## config.mk

```make
export PLATFORM = sky130hd
export DESIGN_NAME = pad_gpio_ctrl
export DESIGN_NICKNAME = d
export VERILOG_FILES = /design/src/rtl/pad_gpio_pkg.sv /design/src/rtl/pad_gpio_pin.sv /design/src/rtl/pad_gpio_ctrl.sv
export SDC_FILE = /design/constraint.sdc
export NUM_CORES = 1
export LEC_CHECK = 0
export ABC_AREA = 1
export BUFFER_PORTS_ARGS = -buffer_cell sky130_fd_sc_hd__buf_2
export CORE_MARGIN = 2
export CORE_UTILIZATION = 25
export DETAILED_ROUTE_END_ITERATION = 10
export PLACE_DENSITY_LB_ADDON = 0.12
export REMOVE_ABC_BUFFERS = 1
export SLEW_MARGIN = 20
export SYNTH_ARGS = -nofsm -noshare
export SYNTH_HDL_FRONTEND = slang
export SYNTH_HIERARCHICAL = 1
export SYNTH_SLANG_ARGS = --single-unit
```

## constraint.sdc

```tcl
create_clock -name clk -period 2.05 [get_ports clk]
set_clock_uncertainty 0.15 [all_clocks]
set_input_delay 0.615 -clock clk [delete_from_list [all_inputs] [get_ports clk]]
set_output_delay 0.615 -clock clk [all_outputs]
set_load 0.05 [all_outputs]
```

## src/rtl/pad_gpio_pkg.sv

```systemverilog
// pad_gpio_pkg: shared definitions for the GPIO pad controller.
//   reg_addr_e : register map (DIR, OUT, IRQ_EN, IRQ_STATUS)
//   TC_W       : width of the per-pin turnaround counter
//   tc_load()  : value loaded into the turnaround counter on an out->in switch
// Optional build macro: PAD_GPIO_GLITCH_FILTER_EN (3-sample input glitch filter).
package pad_gpio_pkg;

  localparam int TC_W = 4;

  typedef enum logic [1:0] {
    REG_DIR        = 2'd0,
    REG_OUT        = 2'd1,
    REG_IRQ_EN     = 2'd2,
    REG_IRQ_STATUS = 2'd3
  } reg_addr_e;

`ifdef PAD_GPIO_GLITCH_FILTER_EN
  // The filter delays PIN_IN by two extra cycles; the guard window is
  // stretched by the same amount so it still covers the delayed input.
  localparam int FILT_EXTRA = 2;
`else
  localparam int FILT_EXTRA = 0;
`endif

  // Turnaround load value, saturated to the counter range.
  function automatic logic [TC_W-1:0] tc_load(input int turn_cyc);
    int v;
    v = turn_cyc + FILT_EXTRA;
    if (v > (1 << TC_W) - 1) v = (1 << TC_W) - 1;
    return v[TC_W-1:0];
  endfunction

endpackage

```

## src/rtl/pad_gpio_pin.sv

```systemverilog
// pad_gpio_pin: per-pin input path of the GPIO pad controller.
//   clk, rst   : clock, asynchronous active-high reset
//   pad_o      : raw level from the pad O pin
//   tc_load_en : DIR for this pin was just cleared 1->0 (start turnaround guard)
//   tc_clr     : DIR for this pin was just set 0->1 (cancel turnaround guard)
//   pin_in     : synchronized (and optionally filtered) input level
//   edge_det   : rising or falling edge seen on pin_in, outside the guard window
// Optional build macro: PAD_GPIO_GLITCH_FILTER_EN adds a 3-sample agreement
// filter after the synchronizer (pad->pin_in latency 4 instead of 2).
module pad_gpio_pin
  import pad_gpio_pkg::*;
#(
  parameter int TURN_CYC = 2
) (
  input  logic clk,
  input  logic rst,
  input  logic pad_o,
  input  logic tc_load_en,
  input  logic tc_clr,
  output logic pin_in,
  output logic edge_det
);

  localparam logic [TC_W-1:0] TC_INIT = tc_load(TURN_CYC);

  logic            s1;
  logic            s2;
  logic            s_prev;
  logic [TC_W-1:0] tc;

  // NOTE: clocked state always uses non-blocking (<=) so every flop samples
  // the pre-edge value of its source; blocking here would collapse the
  // two-flop synchronizer into one stage.
  always_ff @(posedge clk or posedge rst) begin
    if (rst) begin
      s1 <= 1'b0;
      s2 <= 1'b0;
    end else begin
      s1 <= pad_o;
      s2 <= s1;
    end
  end

`ifdef PAD_GPIO_GLITCH_FILTER_EN
  logic h0;
  logic h1;
  logic held;

  always_ff @(posedge clk or posedge rst) begin
    if (rst) begin
      h0   <= 1'b0;
      h1   <= 1'b0;
      held <= 1'b0;
    end else begin
      h0   <= s2;
      h1   <= h0;
      held <= pin_in;
    end
  end

  // Output follows the synchronized level only once three consecutive
  // samples agree; otherwise the last accepted level is held.
  always_comb begin
    pin_in = held;
    if (s2 & h0 & h1)         pin_in = 1'b1;
    else if (~(s2 | h0 | h1)) pin_in = 1'b0;
  end
`else
  assign pin_in = s2;
`endif

  always_ff @(posedge clk or posedge rst) begin
    if (rst) begin
      tc <= '0;
    end else if (tc_load_en) begin
      tc <= TC_INIT;
    end else if (tc_clr) begin
      tc <= '0;
    end else if (tc != '0) begin
      tc <= tc - 1'b1;
    end
  end

  // s_prev keeps tracking pin_in during the guard window, so the level that
  // settled while masked is not reported as an edge when the guard expires.
  always_ff @(posedge clk or posedge rst) begin
    if (rst) s_prev <= 1'b0;
    else     s_prev <= pin_in;
  end

  assign edge_det = (pin_in ^ s_prev) & (tc == '0);

endmodule

```

## src/rtl/pad_gpio_ctrl.sv

```systemverilog
// pad_gpio_ctrl: core-side controller for one bank of bidirectional pads.
//   clk, rst   : clock, asynchronous active-high reset
//   wr_en_i    : single-cycle register write strobe
//   addr_i     : 0=DIR, 1=OUT (reads return PIN_IN), 2=IRQ_EN, 3=IRQ_STATUS (W1C)
//   wdata_i    : write data
//   rdata_o    : combinational read of the addressed register
//   pad_ie_o   : pad input enable (always on, so driven levels read back)
//   pad_oen_o  : pad output enable, active low (= ~DIR, registered)
//   pad_i_o    : pad output level (= OUT, registered)
//   pad_o_i    : pad input level
//   irq_o      : registered OR of IRQ_STATUS & IRQ_EN
// Optional build macro: PAD_GPIO_GLITCH_FILTER_EN (see pad_gpio_pin).
module pad_gpio_ctrl
  import pad_gpio_pkg::*;
#(
  parameter int NPINS    = 8,
  parameter int TURN_CYC = 2
) (
  input  logic             clk,
  input  logic             rst,
  input  logic             wr_en_i,
  input  logic [1:0]       addr_i,
  input  logic [NPINS-1:0] wdata_i,
  output logic [NPINS-1:0] rdata_o,
  output logic [NPINS-1:0] pad_ie_o,
  output logic [NPINS-1:0] pad_oen_o,
  output logic [NPINS-1:0] pad_i_o,
  input  logic [NPINS-1:0] pad_o_i,
  output logic             irq_o
);

  reg_addr_e        addr;
  logic [NPINS-1:0] oen_q;
  logic [NPINS-1:0] out_q;
  logic [NPINS-1:0] irq_en_q;
  logic [NPINS-1:0] irq_sts_q;
  logic [NPINS-1:0] dir;
  logic [NPINS-1:0] pin_in;
  logic [NPINS-1:0] edge_det;
  logic [NPINS-1:0] w1c;
  logic             wr_dir;
  logic             wr_out;
  logic             wr_irq_en;
  logic             wr_irq_sts;

  assign addr       = reg_addr_e'(addr_i);
  assign wr_dir     = wr_en_i && (addr == REG_DIR);
  assign wr_out     = wr_en_i && (addr == REG_OUT);
  assign wr_irq_en  = wr_en_i && (addr == REG_IRQ_EN);
  assign wr_irq_sts = wr_en_i && (addr == REG_IRQ_STATUS);
  assign w1c        = wr_irq_sts ? wdata_i : '0;

  // DIR is stored inverted so the pad OEN comes straight from a flop that
  // resets to "all released" without any post-flop logic.
  assign dir = ~oen_q;

  always_ff @(posedge clk or posedge rst) begin
    if (rst) begin
      oen_q     <= '1;
      out_q     <= '0;
      irq_en_q  <= '0;
      irq_sts_q <= '0;
      irq_o     <= 1'b0;
    end else begin
      if (wr_dir)    oen_q    <= ~wdata_i;
      if (wr_out)    out_q    <= wdata_i;
      if (wr_irq_en) irq_en_q <= wdata_i;
      // A new edge in the same cycle as its W1C wins over the clear.
      irq_sts_q <= (irq_sts_q & ~w1c) | edge_det;
      irq_o     <= |(irq_sts_q & irq_en_q);
    end
  end

  assign pad_ie_o  = '1;
  assign pad_oen_o = oen_q;
  assign pad_i_o   = out_q;

  // NOTE: every output of a combinational block gets a default first, so no
  // path through the case can leave it unassigned and infer a latch.
  always_comb begin
    rdata_o = '0;
    case (addr)
      REG_DIR:        rdata_o = dir;
      REG_OUT:        rdata_o = pin_in;
      REG_IRQ_EN:     rdata_o = irq_en_q;
      REG_IRQ_STATUS: rdata_o = irq_sts_q;
      default:        rdata_o = '0;
    endcase
  end

  for (genvar k = 0; k < NPINS; k++) begin : g_pin
    pad_gpio_pin #(
      .TURN_CYC (TURN_CYC)
    ) u_pin (
      .clk        (clk),
      .rst        (rst),
      .pad_o      (pad_o_i[k]),
      .tc_load_en (wr_dir & dir[k] & ~wdata_i[k]),
      .tc_clr     (wr_dir & ~dir[k] & wdata_i[k]),
      .pin_in     (pin_in[k]),
      .edge_det   (edge_det[k])
    );
  end

endmodule

```

==> results of run 1 <==
-- stage by stage --
stage | TNS (ns) | utilization | hold WS, ns
after floorplan | -0.627 | - | 0.181
after global placement | -2.49 | 0.286 | 0.183
after detailed placement | -2.66 | 0.286 | 0.187
after CTS | -0.430 | 0.316 | 0.199
after global routing | -0.666 | 0.319 | 0.204
final | -0.333 | 0.319 | 0.197
-- cell usage in the layout (no fill, tap or decap), types with 6 or more instances in the layout --
cell       synthesis  final
nand2_1          125    122
dfrtp_1           81     81
inv_1             57     49
nand3_1           49     43
buf_2              2     28
buf_4             10     28
nand4_1           24     24
o21ai_1           20     20
nor2_1            18     18
nor2_4            16     17
inv_2              8     16
nor3_2            16     16
nand2_2            8     11
buf_6              5     11
clkbuf_16          0      9
nand3_2            2      8
o21ai_0            8      8
conb_1             1      8
xnor2_1            8      8
nor2_2             8      8
o21bai_1           8      8
a21boi_1           8      8
ha_1               8      8
dfstp_2            8      8
buf_12             0      6
-- logic make-up after synthesis --
family / Yosys count / share of synthesized area
fa+ha+maj: 8 / 0.0221
xor+xnor: 8 / 0.0155
flops: 89 / 0.495
simple gates: 268 / 0.315
other cells: 1 / 0.000829
compound gates: 48 / 0.0653
buf+inv: 84 / 0.0869
-- path summary, 6_finish.rpt --
| check | to | slack [ns] | from | depth (start not counted) |
|---|---|---|---|---|
| setup / recovery | rdata_o[1] | -0.06 | addr_i[1] | 6 |
| hold / removal | g_pin[3].u_pin/s1$_DFF_PP0_ | 0.20 | rst | 2 |
| setup reg to reg | g_pin[7].u_pin/tc[0]$_DFFE_PP0P_ | 0.57 | pad_oen_o[7]$_DFFE_PP1N_ | 6 |
| hold reg to reg | g_pin[4].u_pin/pin_in$_DFF_PP0_ | 0.20 | g_pin[4].u_pin/s1$_DFF_PP0_ | 0 |
| max in group asynchronous | pad_oen_o[1]$_DFFE_PP1N_ | 1.08 | rst | 3 |
| min in group clk | g_pin[4].u_pin/pin_in$_DFF_PP0_ | 0.20 | g_pin[4].u_pin/s1$_DFF_PP0_ | 0 |
-- state kept, by name, indices dropped and copies added, names as in the netlist --
register,flops
pad_i_o,8
irq_o,1
g_pin.u_pin/s1,8
g_pin.u_pin/tc,32
g_pin.u_pin/s_prev,8
irq_en_q,8
g_pin.u_pin/pin_in,8
pad_oen_o,8
irq_sts_q,8
-- worst reg2reg max path: stages, from the launching register on --
cell and delay, ns:
dfstp_2 0.54, inv_2 0.04, buf_4 0.12, nor3_2 0.27, nor2_4 0.10, nand4_1 0.09, nand2_1 0.06
-- power breakdown --
part / switching (mW) / total [mW] / internal [mW]
sequential: 0.372 / 2.65 / 2.28
combinational: 1.78 / 2.77 / 0.990
clock: 0.692 / 1.77 / 1.08
-- final cells by class --
cell class                 instances  area, um2
fill                            1844      12100
sequential                        89       2240
multi-input combinational        341       1970
timing repair buffer              76        617
tap                              229        287
clock buffer                      13        280
inverter                          67        262
clock inverter                     3       46.3
-- synth_stat cells (all sizes together) --
cell / instances / area [um2]
a21boi: 8 / 60.1
buf: 17 / 141
clkinv: 2 / 7.51
conb: 1 / 3.75
dfrtp: 81 / 2030
dfstp: 8 / 210
ha: 8 / 100
inv: 65 / 244
nand2: 134 / 531
nand3: 51 / 265
nand4: 24 / 150
nor2: 43 / 318
nor3: 16 / 160
o21ai: 32 / 175
o21bai: 8 / 60.1
xnor2: 8 / 70.1
-- per-layer routing --
layer	up-vias	track usage	share of wire
met5	-	0	0
met4	0	0.0516	0.019
met3	10	0.0256	0.040
met2	62	0.175	0.45
met1	1641	0.162	0.49
li1	1775	-	-
-- what timing repair did --
action,4_1_cts,5_1_grt
endpoints found under the setup margin,8,11
pin swaps,3,2
gates resized for setup,46,8
gates cloned,1,0
setup buffers,12,4
==> impl_metrics.tcl, run 1 <==
set metrics [dict create \
    fin_area_um2 5700 \
    crit_family "buffers and inverters" \
    grt_pass1_wl_um 17500 \
    hold_class "input port to async pin" \
    path_clk_slew_ns 0.07 \
    ys_seq_elements 89 \
    min_period_over_period 1.03 \
    syn_area_um2 4520 \
    first_pass_iters 5 \
    crit_chain "buf_12 > clkinv_4 > buf_12 > nand3_2 > nand4_1 > buf_12" \
    vias 3488 \
    period_needed_ns 2.11 \
    port_buffers 45 \
    rows 49 \
    fmax_mhz 474 \
    grt.overflow.total 0 \
    finalNonFillerCells 818 \
    place.gp.congestion 0.747 \
    syn_avg_cell_area_um2 8.94 \
    worstPathRequired_ns 1.28 \
    path_max_fanout 9 \
    place_hpwl_um 7640 \
    yosysWarnings 6 \
    grt_pass1_vias 3312 \
    drt-initial-drc-count 159 \
    cts_tree "done" \
    criticalPathCategory "input port to output port" \
    setup_violations 7 \
    dpl_cell_area_um2 5100 \
    viasPerCell 4.26 \
    arrival_ns 1.35 \
    syn-instance-count 506 \
    diodes 0 \
    leakagePower_nw 2.74 \
    numPlacedInstances 786 \
    ctsHtreeMaxLevel 3 \
    antenna_violating_nets_post_route 0 \
    status "complete, but fails checks" \
    clockRootBuffer "clkbuf_16" \
    worst_slack_ns -0.0615 \
    dp_slack_ns -0.368 \
    violations "negative setup slack" \
    crit_top_cell "buf_12" \
    cts_buffers 9 \
    critPathCaptureType "output port" \
    core_area_um2 17800 \
    cts_num_sinks 89 \
    io_pins 54 \
    antenna_found_initial 0 \
    rsz0062_at_grt "yes" \
    ir_worst_vdd_uv 438 \
    critical-path-slowest-cell "buf_12" \
    final_net_count 613 \
    maxCapViolCount 0 \
    seq_area_frac_synth 0.495 \
    finalHoldViolations 0 \
    drt_wl_total_um 10800 \
    grtUsageTotal 0.117 \
    synth.distinct_cells 27 \
    clock_path_buffers 2 \
    critPathMaxStageDelay_ns 0.20 \
    drc 0 \
    start_util 0.254 \
    die_h_um 139 \
    fp.dieArea_um2 19200 \
    die_x_um 139 \
    drv_slew 0 \
    finalPower_mw 7.19 \
    clk_latency_ns 0.35 \
    path_buf_inv 4 \
    critPathLaunchType "input port" \
    hold_buffers 0 \
    area_growth_pct 25.9 \
    drive_above_1_share 0.312 \
    power.density_nw_per_um2 1260 \
    grt_max_degree 25 \
    wl_per_cell_um 13.1 \
]
Note: power is estimated with default switching activity, not from simulation.
==> run 2, diff against run 1 <==
Settings changed: CTS_BUF_LIST from default to sky130_fd_sc_hd__clkbuf_16.
==> run 2 against run 1 <==
Effect of this change:
- core utilization down 0.32 points
- clock-buffer cell count shrank 4
- power decreased by 2.3%
- the flow still finishes with violations (negative setup slack)
- via count shrank 0.23%
- final cell count fell by 0.12%
- combinational power is essentially flat
- non-clock buffer count fell by 1
- clock power shrank 9%
==> impl_metrics.tcl, run 2 (same netlist as run 1, synthesis figures left out) <==
set metrics [dict create \
    p_sw_mw 2.83 \
    swShare 0.403 \
    fmax_mhz 473 \
    dpl_cell_area_um2 5100 \
    cts_tree "done" \
    period_needed_ns 2.11 \
    top_layer "met4" \
    p_int_mw 4.20 \
    p_comb_frac 0.393 \
    grt_max_degree 25 \
    setup_violations 7 \
    power.share.sequential 0.378 \
    drt_wl_total_um 10700 \
    multi_input_area_um2 1960 \
    viasPerCell 4.26 \
    mostFrequentLayoutCells "122 x nand2_1, 81 x dfrtp_1, 49 x inv_1" \
    cts_buffers 9 \
    finalHoldViolations 0 \
    drive_above_1_share 0.303 \
    m1WireLength_um 5250 \
    core_area_um2 17800 \
    largest_reg_flops 32 \
    arrival_ns 1.35 \
    fp.dieArea_um2 19200 \
    first_pass_iters 5 \
    rsz0062_at_grt "yes" \
    die_h_um 139 \
    criticalPathCategory "input port to output port" \
    rows 49 \
    grt_pass1_vias 3289 \
    place_hpwl_um 7640 \
    drc 0 \
    grt.overflow.total 0 \
    grt_pass1_wl_um 17400 \
    place.gp.congestion 0.747 \
    worst_slack_ns -0.0640 \
    hold_class "input port to async pin" \
    ctsHtreeMaxLevel 3 \
    io_pins 54 \
    critPathLaunchType "input port" \
    port_buffers 45 \
    regArea_um2 2240 \
    clock_path_buffers 2 \
    clkPwrFrac 0.229 \
    vias 3480 \
    clockRootBuffer "clkbuf_16" \
    fin_area_um2 5640 \
    min_period_over_period 1.03 \
    top_register "g_pin.u_pin/tc" \
    diodes 0 \
    cts_num_sinks 89 \
    numPlacedInstances 786 \
    final_common_cell "nand2_1" \
    wl_per_cell_um 13.1 \
    maxCapViolCount 0 \
    critPathCaptureType "output port" \
    ir_worst_vdd_uv 438 \
    worstPathRequired_ns 1.28 \
    antenna_violating_nets_post_route 0 \
    drt-initial-drc-count 168 \
    fin_hold_ws_ns 0.199 \
    power.density_nw_per_um2 1250 \
    finalNonFillerCells 817 \
    final_net_count 612 \
    grtUsageTotal 0.116 \
    status "complete, but fails checks" \
    dr_wl_met2_um 4860 \
    path_clk_slew_ns 0.06 \
    leakagePower_nw 2.71 \
    utilization 0.316 \
    start_util 0.254 \
    fill_cells 1843 \
    met3WireLength_um 401 \
    area_growth_pct 24.7 \
    violations "negative setup slack" \
    die_x_um 139 \
    antenna_found_initial 0 \
    path_max_fanout 7 \
    drv_slew 0 \
    clk_latency_ns 0.34 \
]
-- run 2: changes by cell type in the layout (fill, tap and decap cells not counted), sizes merged --
cell    change
clkbuf      -3
buf         -2
clkinv      +4
-- run 2: stage by stage --
step	power (mW)	worst slack [ns]	setup TNS, ns
after floorplan	4.69	-0.0784	-0.627
after detailed placement	5.34	-0.368	-2.66
after CTS	7.11	-0.0808	-0.428
final	7.03	-0.0640	-0.357
after global routing	7.64	-0.0995	-0.653
after global placement	5.29	-0.356	-2.49
-- run 2: what timing repair did --
action | 4_1_cts | 5_1_grt
pin swaps | 3 | 2
endpoints found under the setup margin | 8 | 12
hold buffers | 0 | 0
resized for setup | 42 | 10
cloned | 1 | 0
buffers inserted | 11 | 4
-- run 2: power groups by stage --
stage          combinational [mW]  clock, mW  sequential, mW
6_report                     2.76       1.61            2.65
5_1_grt                      3.16       1.76            2.73
4_1_cts                      2.78       1.69            2.65
3_5_place_dp                 2.65          0            2.69
3_3_place_gp                 2.61          0            2.69
2_1_floorplan                1.86          0            2.83
-- run 2: area by class of cell --
type,instances,area share
Clock buffer,9,0.0399
Tap cell,229,0.0508
Inverter,67,0.0464
Sequential cell,89,0.397
Clock inverter,7,0.0109
Timing Repair Buffer,75,0.107
Multi-Input combinational cell,341,0.348
-- run 2: layer usage --
layer / vias to the layer above / GRT usage
met3: 9 / 0.0256
li1: 1777 / -
met2: 58 / 0.173
met1: 1636 / 0.162
met5: - / 0
met4: 0 / 0.0499
-- run 2: worst max-delay path, stage by stage --
cell and delay [ns]:
buf_12 0.13, buf_4 0.15, nand3_1 0.07, nand4_1 0.17, buf_12 0.20
-- run 2: worst paths after layout --
path	from	to	slack, ns	cells after the start
max reg2reg	pad_oen_o[7]$_DFFE_PP1N_	g_pin[7].u_pin/tc[0]$_DFFE_PP0P_	0.56	6
min	rst	g_pin[7].u_pin/pin_in$_DFF_PP0_	0.20	2
min reg2reg	g_pin[4].u_pin/s1$_DFF_PP0_	g_pin[4].u_pin/pin_in$_DFF_PP0_	0.20	0
max in group asynchronous	rst	pad_oen_o[1]$_DFFE_PP1N_	1.08	3
min in group clk	g_pin[4].u_pin/s1$_DFF_PP0_	g_pin[4].u_pin/pin_in$_DFF_PP0_	0.20	0
max	addr_i[0]	rdata_o[1]	-0.06	5
==> run 3, diff against run 2 <==
Settings changed: ABC_AREA 1 to default.
==> run 3 against run 2 <==
Effect of this change:
- the flow still finishes with violations (negative setup slack)
- first-iteration DRC count decreased by 54%
- sequential power increased by 5%
- non-clock buffer count increased by 6
- design area decreased by 5.4%
==> impl_metrics.tcl, run 3 <==
set metrics [dict create \
    fmax_mhz 422 \
    p_int_mw 4.57 \
    synth_area_leaders "dfrtp_1 48%, dfstp_2 5.0%, nor3_1 4.7%" \
    critPathCaptureType "output port" \
    worstPathRequired_ns 1.28 \
    violations "negative setup slack" \
    p_comb_frac 0.386 \
    grt.overflow.total 0 \
    drt_wl_total_um 9820 \
    power.share.sequential 0.389 \
    place.gp.congestion 0.749 \
    wl_per_cell_um 15.2 \
    place_hpwl_um 7240 \
    hold_buffers 0 \
    period_needed_ns 2.37 \
    final_net_count 452 \
    synth_top_family_by_area "simple AND/OR/NAND/NOR gates" \
    maxCapViolCount 0 \
    ctsHtreeMaxLevel 3 \
    swShare 0.358 \
    synth_mux_area_frac 0.144 \
    yosys.area.top_type "dfrtp_1" \
    p_sw_mw 2.55 \
    path_clk_slew_ns 0.06 \
    synth.distinct_cells 28 \
    grtUsageTotal 0.121 \
    clockRootBuffer "clkbuf_16" \
    fp.dieArea_um2 18000 \
    finalNonFillerCells 648 \
    seq_area_frac_synth 0.527 \
    fin_tns_setup_ns -2.38 \
    criticalPathCategory "input port to output port" \
    syn_area_um2 4240 \
    synth_xor_area_frac 0.0330 \
    grt_max_degree 34 \
    synth-simple-area-share 0.169 \
    die_x_um 134 \
    cts_num_sinks 89 \
    final_common_cell "dfrtp_1" \
    yosysMostFrequentCell "dfrtp_1" \
    top_register "g_pin.u_pin/tc" \
    critPathLaunchType "input port" \
    clk_latency_ns 0.34 \
    utilization 0.322 \
    status "complete, but fails checks" \
    synth_common_cells "81 x dfrtp_1, 41 x inv_1, 40 x nor3_1, 16 x mux2_1, 16 x mux2i_1" \
    ys_seq_elements 89 \
    drc 0 \
    viasPerCell 4.28 \
    largest_reg_flops 32 \
    io_pins 54 \
    yosysWarnings 6 \
    grt_pass1_wl_um 16500 \
    drt-initial-drc-count 78 \
    mostFrequentLayoutCells "81 x dfrtp_1, 40 x nor3_1, 36 x buf_4" \
    antenna_found_initial 1 \
    async_reset_ff_frac 1.00 \
    clkPwrFrac 0.225 \
    setup_violations 8 \
    area_growth_pct 25.8 \
    antenna_violating_nets_post_route 0 \
    netlist.area_leader.share 0.478 \
    cp-startpoint "addr_i[0]" \
    core_area_um2 16600 \
    worst_slack_ns -0.321 \
    drive_above_1_share 0.354 \
    rows 47 \
    cts_tree "done" \
    synth_fa_ha_area_frac 0.0236 \
    die_h_um 134 \
    leakagePower_nw 2.47 \
    drv_slew 0 \
    vias 2776 \
    start_util 0.256 \
    syn_avg_cell_area_um2 12.5 \
    fin_hold_ws_ns 0.186 \
    arrival_ns 1.61 \
    min_period_over_period 1.16 \
    power.density_nw_per_um2 1330 \
    ir_worst_vdd_uv 609 \
    hold_class "input port to async pin" \
    path_max_fanout 5 \
    cts_buffers 9 \
    grt_pass1_vias 2999 \
    synth_edf_count 0 \
    port_buffers 45 \
    clock_path_buffers 2 \
    first_pass_iters 4 \
    dominantRegCellSynth "dfrtp_1" \
    finalHoldViolations 0 \
    rsz0062_at_grt "yes" \
    r2r-start "g_pin[1].u_pin/tc[0]$_DFFE_PP0P_" \
    synth_compound_gate_area_share 0.0401 \
    syn-instance-count 339 \
    numPlacedInstances 627 \
]
[run 3: cell families (layout without fill, tap and decap cells)]
| kind of cell | count (synthesis) | count (layout) |
|---|---|---|
| AO/OA/AOI/OAI | 20 | 20 |
| XOR/XNOR | 16 | 16 |
| AND/OR/NAND/NOR | 101 | 101 |
| buffers and inverters | 56 | 137 |
| flip-flops | 89 | 89 |
| multiplexers | 48 | 48 |
| other | 1 | 9 |
| adder cells (fa/ha/maj) | 8 | 8 |
[run 3: final cells by class]
cell class / instances / area [um2]
fill: 1744 / 11200
sequential: 89 / 2240
multi-input combinational: 201 / 1770
timing repair buffer: 81 / 619
tap: 220 / 275
clock buffer: 9 / 225
inverter: 41 / 154
clock inverter: 6 / 51.3
antenna: 1 / 2.50
[run 3: power groups by stage]
stage,sequential (mW),clock (mW),combinational [mW]
final,2.77,1.60,2.75
after global routing,2.85,1.76,3.05
after CTS,2.77,1.68,2.73
after detailed placement,2.80,0,2.61
after global placement,2.78,0,2.56
after floorplan,2.94,0,1.81
[run 3: path summary, 6_finish.rpt]
path / endpoint / slack, ns / cells past startpoint
max reg2reg: g_pin[1].u_pin/tc[1]$_DFFE_PP0P_ / 0.42 / 5
max in group asynchronous: pad_oen_o[0]$_DFFE_PP1N_ / 1.19 / 3
min in group clk: g_pin[1].u_pin/pin_in$_DFF_PP0_ / 0.20 / 0
min reg2reg: g_pin[1].u_pin/pin_in$_DFF_PP0_ / 0.20 / 0
max: rdata_o[5] / -0.32 / 3
min: g_pin[1].u_pin/s_prev$_DFF_PP0_ / 0.19 / 2
[run 3: through the flow]
stage	setup slack, ns	total power [mW]	cell area, um2
finish	-0.321	7.12	5330
global route	-0.358	7.66	5330
CTS	-0.331	7.18	5280
detailed placement	-0.474	5.41	4910
global placement	-0.480	5.34	4910
floorplan	-0.108	4.76	4160
[run 3: per-layer routing]
layer,share of wire,vias to the layer above,global-route usage
li1,-,1341,-
met1,0.50,1380,0.164
met2,0.45,42,0.183
met3,0.034,13,0.0272
met4,0.022,0,0.0579
met5,0,-,0
[run 3: what timing repair did]
item | 4_1_cts | 5_1_grt
resized for setup | 24 | 20
buffers inserted | 3 | 2
setup endpoints to repair | 8 | 14
[run 3: worst max-delay path, cell delays in order]
cell and delay [ns]:
buf_2 0.22, mux4_2 0.58, buf_8 0.18
